$ cat src/rtl/up_down_seq_monitor.sv
// Passive monitor for the q bus of an up/down counter: infers direction, tracks the
// sequence and flags wraps, reversals, stalls and illegal jumps. Option: UDMON_STICKY_ERR_EN.
module up_down_seq_monitor #(
  parameter int WIDTH     = 4,
  parameter int ERR_CNT_W = 8
) (
  input  logic                 clk,
  input  logic                 rst,
  input  logic                 en,
  input  logic [WIDTH-1:0]     q,
  output logic                 locked,
  output logic                 dir,
  output logic                 wrap,
  output logic                 rev,
  output logic                 stall,
  output logic                 err,
  output logic [ERR_CNT_W-1:0] err_count
);

  typedef enum logic [1:0] {
    IDLE = 2'd0,
    ACQ  = 2'd1,
    LOCK = 2'd2
  } state_t;

  localparam logic [WIDTH-1:0]     ONE     = {{(WIDTH-1){1'b0}}, 1'b1};
  localparam logic [WIDTH-1:0]     MAX     = {WIDTH{1'b1}};
  localparam logic [WIDTH-1:0]     ZERO    = {WIDTH{1'b0}};
  localparam logic [ERR_CNT_W-1:0] CNT_ONE = {{(ERR_CNT_W-1){1'b0}}, 1'b1};
  localparam logic [ERR_CNT_W-1:0] CNT_MAX = {ERR_CNT_W{1'b1}};

  state_t                 state_q, state_d;
  logic [WIDTH-1:0]       prev_q, prev_d;
  logic                   dir_q, dir_d;
  logic                   locked_q, locked_d;
  logic                   wrap_q, wrap_d;
  logic                   rev_q, rev_d;
  logic                   stall_q, stall_d;
  logic                   err_q, err_d;
  logic [ERR_CNT_W-1:0]   err_count_q, err_count_d;

  logic [WIDTH-1:0] prev_plus1, prev_minus1;
  logic             step_up, step_dn, same, wrap_step, illegal;

  assign prev_plus1  = prev_q + ONE;
  assign prev_minus1 = prev_q - ONE;
  assign step_up     = (q == prev_plus1);
  assign step_dn     = (q == prev_minus1);
  assign same        = (q == prev_q);
  // A legal step wraps only when it crosses the MAX/0 boundary in its own direction.
  assign wrap_step   = (step_up && (prev_q == MAX)) || (step_dn && (prev_q == ZERO));

  always_comb begin
    state_d     = state_q;
    prev_d      = prev_q;
    dir_d       = dir_q;
    locked_d    = locked_q;
    wrap_d      = 1'b0;
    rev_d       = 1'b0;
    stall_d     = 1'b0;
    err_count_d = err_count_q;
    illegal     = 1'b0;

    if (en) begin
      prev_d = q;
      case (state_q)
        IDLE: begin
          state_d = ACQ;
        end
        ACQ: begin
          if (step_up) begin
            dir_d    = 1'b1;
            locked_d = 1'b1;
            state_d  = LOCK;
            wrap_d   = wrap_step;
          end else if (step_dn) begin
            dir_d    = 1'b0;
            locked_d = 1'b1;
            state_d  = LOCK;
            wrap_d   = wrap_step;
          end else if (same) begin
            stall_d = 1'b1;
          end
        end
        LOCK: begin
          if (dir_q ? step_up : step_dn) begin
            wrap_d = wrap_step;
          end else if (dir_q ? step_dn : step_up) begin
            rev_d  = 1'b1;
            dir_d  = ~dir_q;
            wrap_d = wrap_step;
          end else if (same) begin
            stall_d = 1'b1;
          end else begin
            illegal  = 1'b1;
            locked_d = 1'b0;
            state_d  = ACQ;
            if (err_count_q != CNT_MAX) begin
              err_count_d = err_count_q + CNT_ONE;
            end
          end
        end
        default: begin
          state_d = IDLE;
        end
      endcase
    end

`ifdef UDMON_STICKY_ERR_EN
    err_d = err_q | illegal;
`else
    err_d = illegal;
`endif
  end

  always_ff @(posedge clk) begin
    if (rst) begin
      state_q     <= IDLE;
      prev_q      <= ZERO;
      dir_q       <= 1'b0;
      locked_q    <= 1'b0;
      wrap_q      <= 1'b0;
      rev_q       <= 1'b0;
      stall_q     <= 1'b0;
      err_q       <= 1'b0;
      err_count_q <= {ERR_CNT_W{1'b0}};
    end else begin
      state_q     <= state_d;
      prev_q      <= prev_d;
      dir_q       <= dir_d;
      locked_q    <= locked_d;
      wrap_q      <= wrap_d;
      rev_q       <= rev_d;
      stall_q     <= stall_d;
      err_q       <= err_d;
      err_count_q <= err_count_d;
    end
  end

  assign locked    = locked_q;
  assign dir       = dir_q;
  assign wrap      = wrap_q;
  assign rev       = rev_q;
  assign stall     = stall_q;
  assign err       = err_q;
  assign err_count = err_count_q;

endmodule

$ cat config.mk
export PLATFORM = sky130hd
export DESIGN_NAME = up_down_seq_monitor
export DESIGN_NICKNAME = d
export VERILOG_FILES = /design/src/rtl/up_down_seq_monitor.sv
export SDC_FILE = /design/constraint.sdc
export NUM_CORES = 1
export LEC_CHECK = 0
export CAP_MARGIN = 10
export CORE_UTILIZATION = 30
export DETAILED_ROUTE_END_ITERATION = 10
export GPL_TIMING_DRIVEN = 1
export MAX_ROUTING_LAYER = met4
export SYNTH_ARGS = -nofsm -noshare
export SYNTH_HDL_FRONTEND = slang
export SYNTH_SLANG_ARGS = --single-unit
$ cat constraint.sdc
create_clock -name clk -period 3.25 [get_ports clk]
set_input_delay 0.65 -clock clk [delete_from_list [all_inputs] [get_ports clk]]
set_output_delay 0.65 -clock clk [all_outputs]
set_load 0.03 [all_outputs]
Word level (Yosys, flattened, before mapping)
Index checks and enable logic that the tools add are counted.
Widths: inputs -> output; s select.
{"block": "totals", "ff_bits": 20, "input_bits": 7, "elab_cells": 75}
{"block": "classes", "addsub": 3, "n_eq_ne": 12, "mux": 32, "n_bitwise": 6, "reduce_logical": 13}
{"operator": "$mux 1", "n": 22}
{"operator": "$eq 4x4->1", "n": 3}
{"operator": "$reduce_and 6->1", "n": 2}
{"operator": "$mux 2", "n": 5}
{"operator": "$reduce_and 5->1", "n": 2}
{"operator": "$add 8x1->8 const B", "n": 1}
{"operator": "$ne 2x2->1 const B", "n": 4}
{"operator": "$ne 8x8->1 const B", "n": 1}
{"operator": "$pmux 1 s2", "n": 4}
{"operator": "$not 1->1", "n": 6}
{"operator": "$pmux 2 s3", "n": 1}
{"operator": "$reduce_or 5->1", "n": 1}
{"operator": "$add 4x1->4 const B", "n": 1}
{"operator": "$eq 4x4->1 const B", "n": 1}
{"operator": "$logic_not 4->1", "n": 1}
{"operator": "$reduce_or 4->1", "n": 1}
{"operator": "$sub 4x1->4 const B", "n": 1}
{"operator": "$ne 3x3->1 const B", "n": 1}
{"operator": "$eq 2x1->1 const B", "n": 1}
{"operator": "$eq 2x2->1 const B", "n": 1}
{"operator": "$logic_and 1x1->1", "n": 2}
{"operator": "$logic_not 2->1", "n": 1}
{"operator": "$reduce_bool 2->1", "n": 1}
{"operator": "$reduce_or 2->1", "n": 1}
{"operator": "$logic_or 1x1->1", "n": 1}

Logic depth before layout (Yosys ltp)
Gate-level depths: netlist of run 1.
{"block": "logic_depth", "ltp_word": 7, "depth_mapped": 9}

Worst setup path before layout of run 1
Ideal clock, no wire load.
{"block": "synth_path", "path_type": "register to register", "from": "register prev_q[0]", "to": "register err_count_q[7] (netlist: err_count[7])", "arrival_ns": 2.105, "required_time_ns": 3.129, "path_slack_ns": 1.025, "path_stages_with_launch": 10, "period_less_slack_ns": 2.225, "cell_sequence": "dfxtp_1 > inv_1 > ha_1 > xor2_1 > nand2_1 > nor3_2 > nor4_4 > buf_6 > nand3_1 > mux2_2"}
{"block": "synth_between", "elab_chain_cells": 5}
{"element": "from (decl)", "line": "33", "text": "logic [WIDTH-1:0] prev_q, prev_d;"}
{"element": "from (signal assigned)", "line": "129", "text": "prev_q <= prev_d;"}
{"element": "$add 4x1->4 or $sub 4x1->4 (tied branches)", "line": "45, 46"}
{"element": "$eq 4x4->1, on equally long branches", "line": "47, 48"}
{"element": "$mux 1, on equally long branches", "line": "88, 86"}
{"element": "$not 1->1 (no source line)"}
{"element": "$reduce_and 6->1 (no source line) (*)"}
{"element": "to (signal assigned)", "line": "126", "text": "err_count_q <= {ERR_CNT_W{1'b0}};"}
{"element": "to (signal assigned)", "line": "136", "text": "err_count_q <= err_count_d;"}
{"element": "to (decl)", "line": "40", "text": "logic [ERR_CNT_W-1:0] err_count_q, err_count_d;"}
Mark *: on every way between the ends. The rest lies on a longest branch, timed or not.
A chain may end at the register's enable or synchronous reset.

Final worst setup path of run 1
{"block": "layout_path", "from": "input q[1]", "to": "register err_count_q[7] (netlist: err_count[7])"}
{"block": "layout_between", "elab_chain_cells": 4}
{"element": "from (decl)", "line": "10", "text": "input logic [WIDTH-1:0] q,"}
{"element": "$eq 4x4->1, on equally long branches", "line": "47, 48"}
{"element": "$mux 1, on equally long branches", "line": "88, 86"}
{"element": "$not 1->1 (no source line)"}
{"element": "$reduce_and 6->1 (no source line) (*)"}
Marked as above.

==> impl_metrics.tcl, run 1 <==
set metrics [dict create \
    synth_warnings 0 \
    leakage_uw 0.000605 \
    cts_max_level 1 \
    start_util_pct 32.4 \
    synth_edf_count 0 \
    routedWlPerCell_microns 11.9 \
    total_power_uw 640 \
    hold_path.class "register to register" \
    nNetsFinal 169 \
    via_count 960 \
    synth_area_leaders "dfxtp_1, ha_1, mux2i_1" \
    port_buffers 20 \
    grt_start_max_net_pins 21 \
    syn_nets 144 \
    syn-instance-count 129 \
    gp_congestion 0.873 \
    fp-row-count 22 \
    diodes 0 \
    insertion_delay_ns 0.27 \
    worst_pin_slew_ns 0.724 \
    drv_slew 0 \
    holdBufCountCts 0 \
    synth_top_family_by_area "simple AND/OR/NAND/NOR gates" \
    netlist_area_sq_um 1220 \
    rr_startpoint "prev_q[1]" \
    postCtsSetupRepairBufs 0 \
    holdPathStages 1 \
    skew_ns 0.0118 \
    ir_drop_uv 193 \
    worstPathMaxFanout 7 \
    root_buffer "clkbuf_8" \
    fmax_mhz 380 \
    ys_ff_latch 20 \
    switching_share_pct 26.0 \
    ios 21 \
    detail_route.wirelength_mm 2.39 \
    n_fill_cell 373 \
    p_sw_uw 166 \
    first_iter_violations 16 \
    comb_power_share_pct 19.2 \
    synth_xor_area_share_pct 7.68 \
    synth_cell_type_count 40 \
    die_area_sq_um 4330 \
    fp.dieW_microns 65.8 \
    route.detailed.drc 0 \
    cts.sinks 20 \
    fin_crit_sh_pct 81.0 \
    maxSlewHeadroom_pct 51.6 \
    critPathRequiredTime_ns 3.41 \
    drtPass1Iterations 4 \
    setup_violations 0 \
    start_kind "input pin" \
    endpoint_kind "register" \
    grt_pass1_wl_mm 4.11 \
    power_frac_clock_pct 39.5 \
    synth_top_area_share_pct 32.8 \
    area.growth.synth_to_final_pct 27.8 \
    multi_input_area_sq_um 776 \
    cts_buffers 3 \
    gr-usage-all-layers_pct 12.8 \
    synth_compound_area_share_pct 8.71 \
    timing.setup.tns_ns 0 \
    min-delay-start "locked" \
    core_area_sq_um 3770 \
    via_per_inst 4.78 \
    dp_hpwl_mm 1.86 \
    syn_avg_cell_area_sq_um 9.47 \
    reg2reg_depth 9 \
    post_cts_resized 0 \
    ys_seq_area_share_pct 32.8 \
    synthArstFlopShare_pct 0 \
    status "completed" \
    die_h_microns 65.8 \
    rrSetupSlack_ns 0.74 \
    antenna_found_initial 0 \
    critPathArrivalTime_ns 2.80 \
    grt_pass1_vias 932 \
    synthAdderAreaFrac_pct 8.20 \
    rsz0062_at_grt "false" \
    drv_cap 0 \
    grt_overflow 0 \
    synth_mux_area_share_pct 10.0 \
    finalHoldViolCount 0 \
    whs_endpoint "locked" \
    p_per_area_nw_per_um2 410 \
    cts.path.max_buffers 2 \
    final_util_pct 41.4 \
    cpPeakStageDelay_ns 0.54 \
    cts_tree "built" \
    crit_chain "clkdlybuf4s50_1, xor2_1, nand2_1, nor3_2, nor4_4, buf_4, nand3_1, mux2_2" \
    post-route-min-period_ns 2.63 \
    critPathSlowestCell "clkdlybuf4s50_1" \
    cts.clk_slew.worst_paths_ns 0.08 \
    drive_gt1_share_pct 14.4 \
    regArea_sq_um 400 \
    worstReg2RegEnd "err_count[7]" \
    final_cell_mix "dfxtp_1, clkdlybuf4s50_1, nor2_1" \
    ant_nets 0 \
    power_frac_seq_pct 41.3 \
    synthSimpleGateAreaFrac_pct 28.9 \
    critPathKind "input pin to register" \
    intPower_uw 474 \
    synth_flop_cell "dfxtp_1" \
    synth_top_area_cell "dfxtp_1" \
]
-- worst max-delay path by stage --
stage	slack, ns	cells after the start	to	startpoint
3_3_place_gp	0.39	7	err_count[4]	q[2]
6_report	0.62	8	err_count[7]	q[1]
4_1_cts	0.59	7	err_count[0]	q[2]
5_1_grt	0.45	8	err_count[7]	q[3]
2_1_floorplan	1.02	9	err_count[7]	prev_q[0]
3_5_place_dp	0.31	7	err_count[4]	q[2]
-- flip-flops by register name, indices dropped and copies added (netlist names) --
register	flops
err_count	8
locked	1
rev	1
err	1
wrap	1
stall	1
prev_q	4
state_q	2
dir	1
-- power by group through the flow --
stage          clock network, uW  logic (uW)  registers (uW)
2_1_floorplan                  0        87.1             273
3_3_place_gp                   0         121             269
3_5_place_dp                   0         124             270
4_1_cts                      261         124             265
5_1_grt                      274         136             266
6_report                     252         123             264
-- synth_stat cells (2+ instances only) --
cell      number
xor2_2         2
nand4_1        2
nand2_1        4
inv_1          6
nor2_1        15
ha_1           8
mux2i_1        7
o31ai_1        2
dfxtp_1       20
a21oi_1        6
xor2_1         6
nor2b_1        6
mux2_4         2
and2_1         2
a211oi_1       2
clkbuf_1       3
nor3_1         4
nand3_1        6
nand3b_1       2
nand2b_1       4
-- critical path: cells and delay by family --
kind	cells	cell delay [ns]
xor+xnor	1	0.31
buf+inv	2	0.73
mux	1	0.32
simple gates	4	0.77
-- cell families after synthesis --
kind of cell,count (synthesis)
AO/OA/AOI/OAI,15
AND/OR/NAND/NOR,56
buffers and inverters,10
flip-flops,20
XOR/XNOR,9
adder cells (fa/ha/maj),8
multiplexers,11
-- layout make-up --
cell class,instances,area share [%]
Clock buffer,3,2.65
Clock inverter,1,1.92
Inverter,6,1.44
Multi-Input combinational cell,99,49.7
Sequential cell,20,25.7
Tap cell,48,3.85
Timing Repair Buffer,24,14.8
-- layer usage --
layer	global-route usage, %	part of all wire, %	vias to the layer above
met3	3.79	3.8	4
li1	-	-	497
met5	-	0	-
met2	20.8	47	14
met1	15.2	48	445
met4	4.08	1.1	0
-- through the flow --
stage | setup WS [ns] | hold slack, ns | cells | cell area, sq um
global placement | 0.388 | 0.492 | 197 | 1490
global route | 0.452 | 0.545 | 201 | 1560
CTS | 0.589 | 0.523 | 201 | 1560
detailed placement | 0.305 | 0.505 | 197 | 1490
finish | 0.616 | 0.521 | 201 | 1560
floorplan | 1.02 | 0.482 | 129 | 1220
No activity file was read; power rests on OpenSTA's default activity.
==> run 2, diff against run 1 <==
==> constraint.sdc (replaced) <==
create_clock -name clk -period 2.7 [get_ports clk]
set_input_delay 0.54 -clock clk [delete_from_list [all_inputs] [get_ports clk]]
set_output_delay 0.54 -clock clk [all_outputs]
set_load 0.03 [all_outputs]
==> run 2 against run 1 <==
- sequential cell count unchanged
- worst setup slack worse by 0.39 ns
- critical path depth stayed put
- sequential power up 21%
- die area did not move
- combinational power up 24%
- worst hold slack lost 0.0038 ns
- clock skew is 0.0090 ns lower
- first-iteration DRC count is 140% higher
- final cell count up 1.5%
- clock-buffer cell count is 1 higher
- critical endpoint is now err_count[0]
- largest power group unchanged
==> impl_metrics.tcl, run 2 (synthesis results as in run 1) <==
set metrics [dict create \
    drtPass1Iterations 4 \
    gp_congestion 0.840 \
    worst_pin_slew_ns 0.812 \
    drv_slew 0 \
    finalHoldViolCount 0 \
    drive_gt1_share_pct 16.0 \
    pre_cts_ws_ns -0.0882 \
    antenna_found_initial 0 \
    grt_overflow 0 \
    intPower_uw 506 \
    grt_pass1_wl_mm 4.28 \
    cts_max_level 1 \
    start_util_pct 32.4 \
    whs_ns 0.517 \
    via_count 963 \
    fmax_mhz 404 \
    diodes 0 \
    fin_crit_sh_pct 91.7 \
    postCtsSetupRepairBufs 0 \
    cts_buffers 3 \
    nNetsFinal 172 \
    rr_startpoint "prev_q[0]" \
    holdBufCountCts 0 \
    p_sw_uw 195 \
    die_h_microns 65.8 \
    endpoint_kind "register" \
    power_frac_clock_pct 32.6 \
    route.detailed.drc 0 \
    timing.setup.tns_ns 0 \
    detail_route.wirelength_mm 2.45 \
    holdPathStages 1 \
    min-delay-start "locked" \
    dpl_cell_area_sq_um 1510 \
    ir_drop_uv 191 \
    ios 21 \
    cts_tree "built" \
    ant_nets 0 \
    cts.sinks 20 \
    worstPathMaxFanout 11 \
    largest_register_ffs 8 \
    fp-row-count 22 \
    p_per_area_nw_per_um2 447 \
    rsz0062_at_grt "false" \
    gr-usage-all-layers_pct 13.3 \
    via_per_inst 4.72 \
    status "completed" \
    grt_pass1_vias 951 \
    root_buffer "clkbuf_8" \
    port_buffers 20 \
    stdcell_area_sq_um 1570 \
    switching_share_pct 27.8 \
    dp_hpwl_mm 1.90 \
    die_area_sq_um 4330 \
    drv_cap 0 \
    core_area_sq_um 3770 \
    reg2reg_depth 9 \
    routedWlPerCell_microns 12.0 \
    hold_path.class "register to register" \
    insertion_delay_ns 0.26 \
    n_fill_cell 388 \
    setup_violations 0 \
    maxSlewHeadroom_pct 45.7 \
    critPathArrivalTime_ns 2.62 \
    area.growth.synth_to_final_pct 28.3 \
    post-route-min-period_ns 2.47 \
    leakage_uw 0.000614 \
    rrSetupSlack_ns 0.37 \
    start_kind "input pin" \
    critPathKind "input pin to register" \
    first_iter_violations 39 \
    post_cts_resized 0 \
    power_frac_seq_pct 45.5 \
    fp.dieW_microns 65.8 \
    final_cell_mix "dfxtp_1, clkdlybuf4s50_1, nor2_1" \
    comb_power_share_pct 21.9 \
    worstReg2RegEnd "err_count[4]" \
    whs_endpoint "locked" \
    cts.path.max_buffers 2 \
    critPathRequiredTime_ns 2.85 \
    setup_ws_ns 0.225 \
    skew_ns 0.00276 \
    grt_start_max_net_pins 24 \
    cts.clk_slew.worst_paths_ns 0.07 \
]
[run 2: changes by cell type in the layout (fill, tap and decap cells not counted)]
cell       before  now
buf_4           4    7
bufinv_16       1    0
clkbuf_8        3    4
[run 2: cell type report]
cell class              instances  area (sq um)  area share (%)
inverters                       6          22.5            1.44
flip-flops and latches         20           400            25.6
well taps                      48          60.1            3.83
clock buffers                   4          55.1            3.51
multi-input cells              99           776            49.5
repair buffers                 27           253            16.1
[run 2: power by group through the flow]
stage	combinational, uW	clock, uW	sequential, uW
final	153	228	319
after global routing	171	252	320
after CTS	155	240	319
after detailed placement	154	0	325
after global placement	150	0	324
after floorplan	105	0	328
[run 2: routing by layer]
layer  share of wire [%]  global-route usage [%]
met1                  46                    15.9
met2                  50                    21.6
met3                 2.9                    3.79
met4                0.78                    3.80
met5                   0                       -
[run 2: critical path, cell delays in order]
cell	delay, ns
clkdlybuf4s50_1	0.54
xor2_2	0.23
xor2_1	0.25
nor4b_4	0.08
nor4_4	0.25
buf_4	0.21
and2_1	0.19
mux2_1	0.33
[run 2: worst max-delay path by stage]
stage / start / slack (ns) / to
finish: q[2] / 0.23 / err_count[0]
global route: q[2] / 0.09 / err_count[0]
CTS: q[2] / 0.20 / err_count[0]
detailed placement: q[2] / -0.09 / err_count[0]
global placement: q[2] / -0.01 / err_count[4]
floorplan: prev_q[0] / 0.47 / err_count[7]
[run 2: stage by stage]
stage	util [%]	total power, uW	std cells
6_report	41.5	700	204
5_1_grt	41.5	744	204
4_1_cts	41.5	713	204
3_5_place_dp	40.1	480	200
3_3_place_gp	40.1	474	200
2_1_floorplan	-	433	129
==> run 3, diff against run 2 <==
--- a/config.mk
+++ b/config.mk
@@ -5,11 +5,13 @@
 export SDC_FILE = /design/constraint.sdc
 export NUM_CORES = 1
 export LEC_CHECK = 0
+export ABC_AREA = 1
 export CAP_MARGIN = 10
-export CORE_UTILIZATION = 30
+export CORE_UTILIZATION = 53
 export DETAILED_ROUTE_END_ITERATION = 10
 export GPL_TIMING_DRIVEN = 1
 export MAX_ROUTING_LAYER = met4
+export PLACE_DENSITY = 0.79
 export SYNTH_ARGS = -nofsm -noshare
 export SYNTH_HDL_FRONTEND = slang
 export SYNTH_SLANG_ARGS = --single-unit
==> run 3 against run 2 <==
- worst setup slack improved by 0.46 ns
- combinational power up 38%
- worst hold slack worse by 0.015 ns
- non-clock buffer count shrank 6
- first-iteration DRC count up 21%
- utilization increased by 29 points
- clock skew is 0.0029 ns higher
- synthesized area grew 9.0%
- critical path type is now register to output port
- critical endpoint is now err_count[5]
- largest cell class unchanged
==> impl_metrics.tcl, run 3 <==
set metrics [dict create \
    die_h_microns 52.1 \
    synth_mux_area_share_pct 0 \
    drive_gt1_share_pct 15.7 \
    ys_seq_area_share_pct 30.1 \
    start_kind "register" \
    final_common_cell "nand2_1" \
    pre_cts_ws_ns 0.387 \
    crit_chain "clkdlybuf4s50_1" \
    gr-usage-all-layers_pct 26.8 \
    critPathRequiredTime_ns 2.16 \
    synth_most_common_cell "nand2_1" \
    leakage_uw 0.000679 \
    synth_area_leaders "dfxtp_1, nand2_1, ha_1" \
    diodes 0 \
    cts.clk_slew.worst_paths_ns 0.13 \
    synth_xor_area_share_pct 5.26 \
    grt_pass1_wl_mm 5.22 \
    whs_ns 0.502 \
    cpPeakStageDelay_ns 0.72 \
    post_cts_resized 0 \
    antenna_found_initial 0 \
    postCtsSetupRepairBufs 0 \
    rr_startpoint "prev_q[0]" \
    fmax_mhz 497 \
    setup_ws_ns 0.687 \
    first_iter_violations 47 \
    drv_cap 0 \
    stdcell_area_sq_um 1620 \
    endpoint_kind "output port" \
    start_util_pct 58.0 \
    dpl_cell_area_sq_um 1560 \
    grt_pass1_vias 1205 \
    n_fill_cell 211 \
    via_count 1260 \
    insertion_delay_ns 0.31 \
    holdBufCountCts 0 \
    path_buf_inv 1 \
    root_buffer "clkbuf_4" \
    critPathTopFamily "buffers and inverters" \
    dp_hpwl_mm 2.27 \
    ant_nets 0 \
    min-delay-start "err_count[7]" \
    finalHoldViolCount 0 \
    synth_edf_count 0 \
    timing.setup.tns_ns 0 \
    ios 21 \
    whs_endpoint "err_count[7]" \
    status "completed" \
    synth_common_cells "nand2_1, dfxtp_1, nand3_1" \
    worst_pin_slew_ns 0.392 \
    cts_tree "built" \
    syn_nets 196 \
    fp-row-count 17 \
    route.detailed.drc 0 \
    synth_warnings 0 \
    setup_violations 0 \
    synth_top_area_share_pct 30.1 \
    area.growth.synth_to_final_pct 21.3 \
    port_buffers 20 \
    maxSlewHeadroom_pct 73.8 \
    core_area_sq_um 2300 \
    die_area_sq_um 2720 \
    worstPathMaxFanout 5 \
    drv_slew 0 \
    largest_register_ffs 8 \
    critPathSlowestCell "clkdlybuf4s50_1" \
    cts_buffers 3 \
    skew_ns 0.00564 \
    cts.sinks 20 \
    syn_avg_cell_area_sq_um 7.36 \
    synth_compound_area_share_pct 9.12 \
    synth_top_area_cell "dfxtp_1" \
    synth_top_family_by_area "simple AND/OR/NAND/NOR gates" \
    synth_cell_type_count 30 \
    via_per_inst 5.43 \
    post-route-min-period_ns 2.01 \
    hold_path.class "register to register" \
    synthSimpleGateAreaFrac_pct 41.0 \
    ys_ff_latch 20 \
    synthArstFlopShare_pct 0 \
    rsz0062_at_grt "false" \
    synthAdderAreaFrac_pct 7.52 \
    rrSetupSlack_ns 0.70 \
    cts_max_level 1 \
    cts.path.max_buffers 2 \
    p_per_area_nw_per_um2 488 \
    ir_drop_uv 331 \
    detail_route.wirelength_mm 3.04 \
    gp_congestion 0.939 \
    fin_crit_sh_pct 74.6 \
    multi_input_area_sq_um 837 \
    final_cell_mix "nand2_1, dfxtp_1, clkdlybuf4s50_1" \
    netlist_area_sq_um 1330 \
    grt_start_max_net_pins 13 \
    regArea_sq_um 400 \
    critPathKind "register to output port" \
    grt_overflow 0 \
    fp.dieW_microns 52.1 \
    critPathArrivalTime_ns 1.47 \
    holdPathStages 2 \
    synth_flop_cell "dfxtp_1" \
    drtPass1Iterations 4 \
    reg2reg_depth 11 \
    worstReg2RegEnd "locked" \
    syn-instance-count 181 \
    nNetsFinal 220 \
    routedWlPerCell_microns 13.1 \
]
## run 3: cell count changes after synthesis, moves of 4 or more
cell      delta
nand2b_1     -4
inv_1       +10
nor2b_1      -6
nand2_1     +32
o21ai_0      +4
nand2_2      +8
nand2_4      +4
inv_2        +5
a21oi_1      +8
mux2i_1      -7
nand3_1     +13
## run 3: cell families after synthesis
logic type / after synthesis
AOI/OAI and AO/OA: 23
xor gates and xnor gates: 8
adders and majority gates: 8
buffers and inverters: 24
DFF: 20
and+or+nand+nor: 98
## run 3: how the worst max path moves through the flow
stage / cells past startpoint / to / start
CTS: 1 / err_count[5] / err_count[5]
floorplan: 12 / locked / prev_q[0]
finish: 1 / err_count[5] / err_count[5]
global route: 10 / err_count[0] / prev_q[0]
global placement: 7 / err_count[4] / q[1]
detailed placement: 7 / err_count[7] / q[1]
## run 3: routing by layer
layer,global-route usage [%],part of all wire [%],vias up
li1,-,-,636
met1,34.9,46,569
met2,40.8,46,49
met3,3.80,6.1,6
met4,12.2,1.4,0
met5,-,0,-
## run 3: power breakdown
group,switching (uW),total (uW),internal (uW)
sequential,15.8,325,309
combinational,134,211,77.0
clock,101,251,150
## run 3: worst reg2reg max path: cells and delay by family, from the launching register on
| family | cells | cell delay [ns] |
|---|---|---|
| simple gates | 8 | 0.83 |
| buf+inv | 1 | 0.11 |
| xor+xnor | 1 | 0.16 |
| fa+ha+maj | 1 | 0.35 |
| flops | 1 | 0.46 |
## run 3: final cells by class
cell class / instances / area share [%]
Clock inverter: 1 / 1.86
Multi-Input combinational cell: 137 / 51.8
Tap cell: 28 / 2.17
Clock buffer: 3 / 1.39
Sequential cell: 20 / 24.8
Inverter: 22 / 5.11
Timing Repair Buffer: 21 / 12.9
## run 3: per-stage QoR
step	utilization, %	instances	total power, uW
after floorplan	-	181	486
after global placement	68.0	228	532
after detailed placement	68.0	228	539
after CTS	70.3	232	789
after global routing	70.3	232	824
final	70.3	232	787
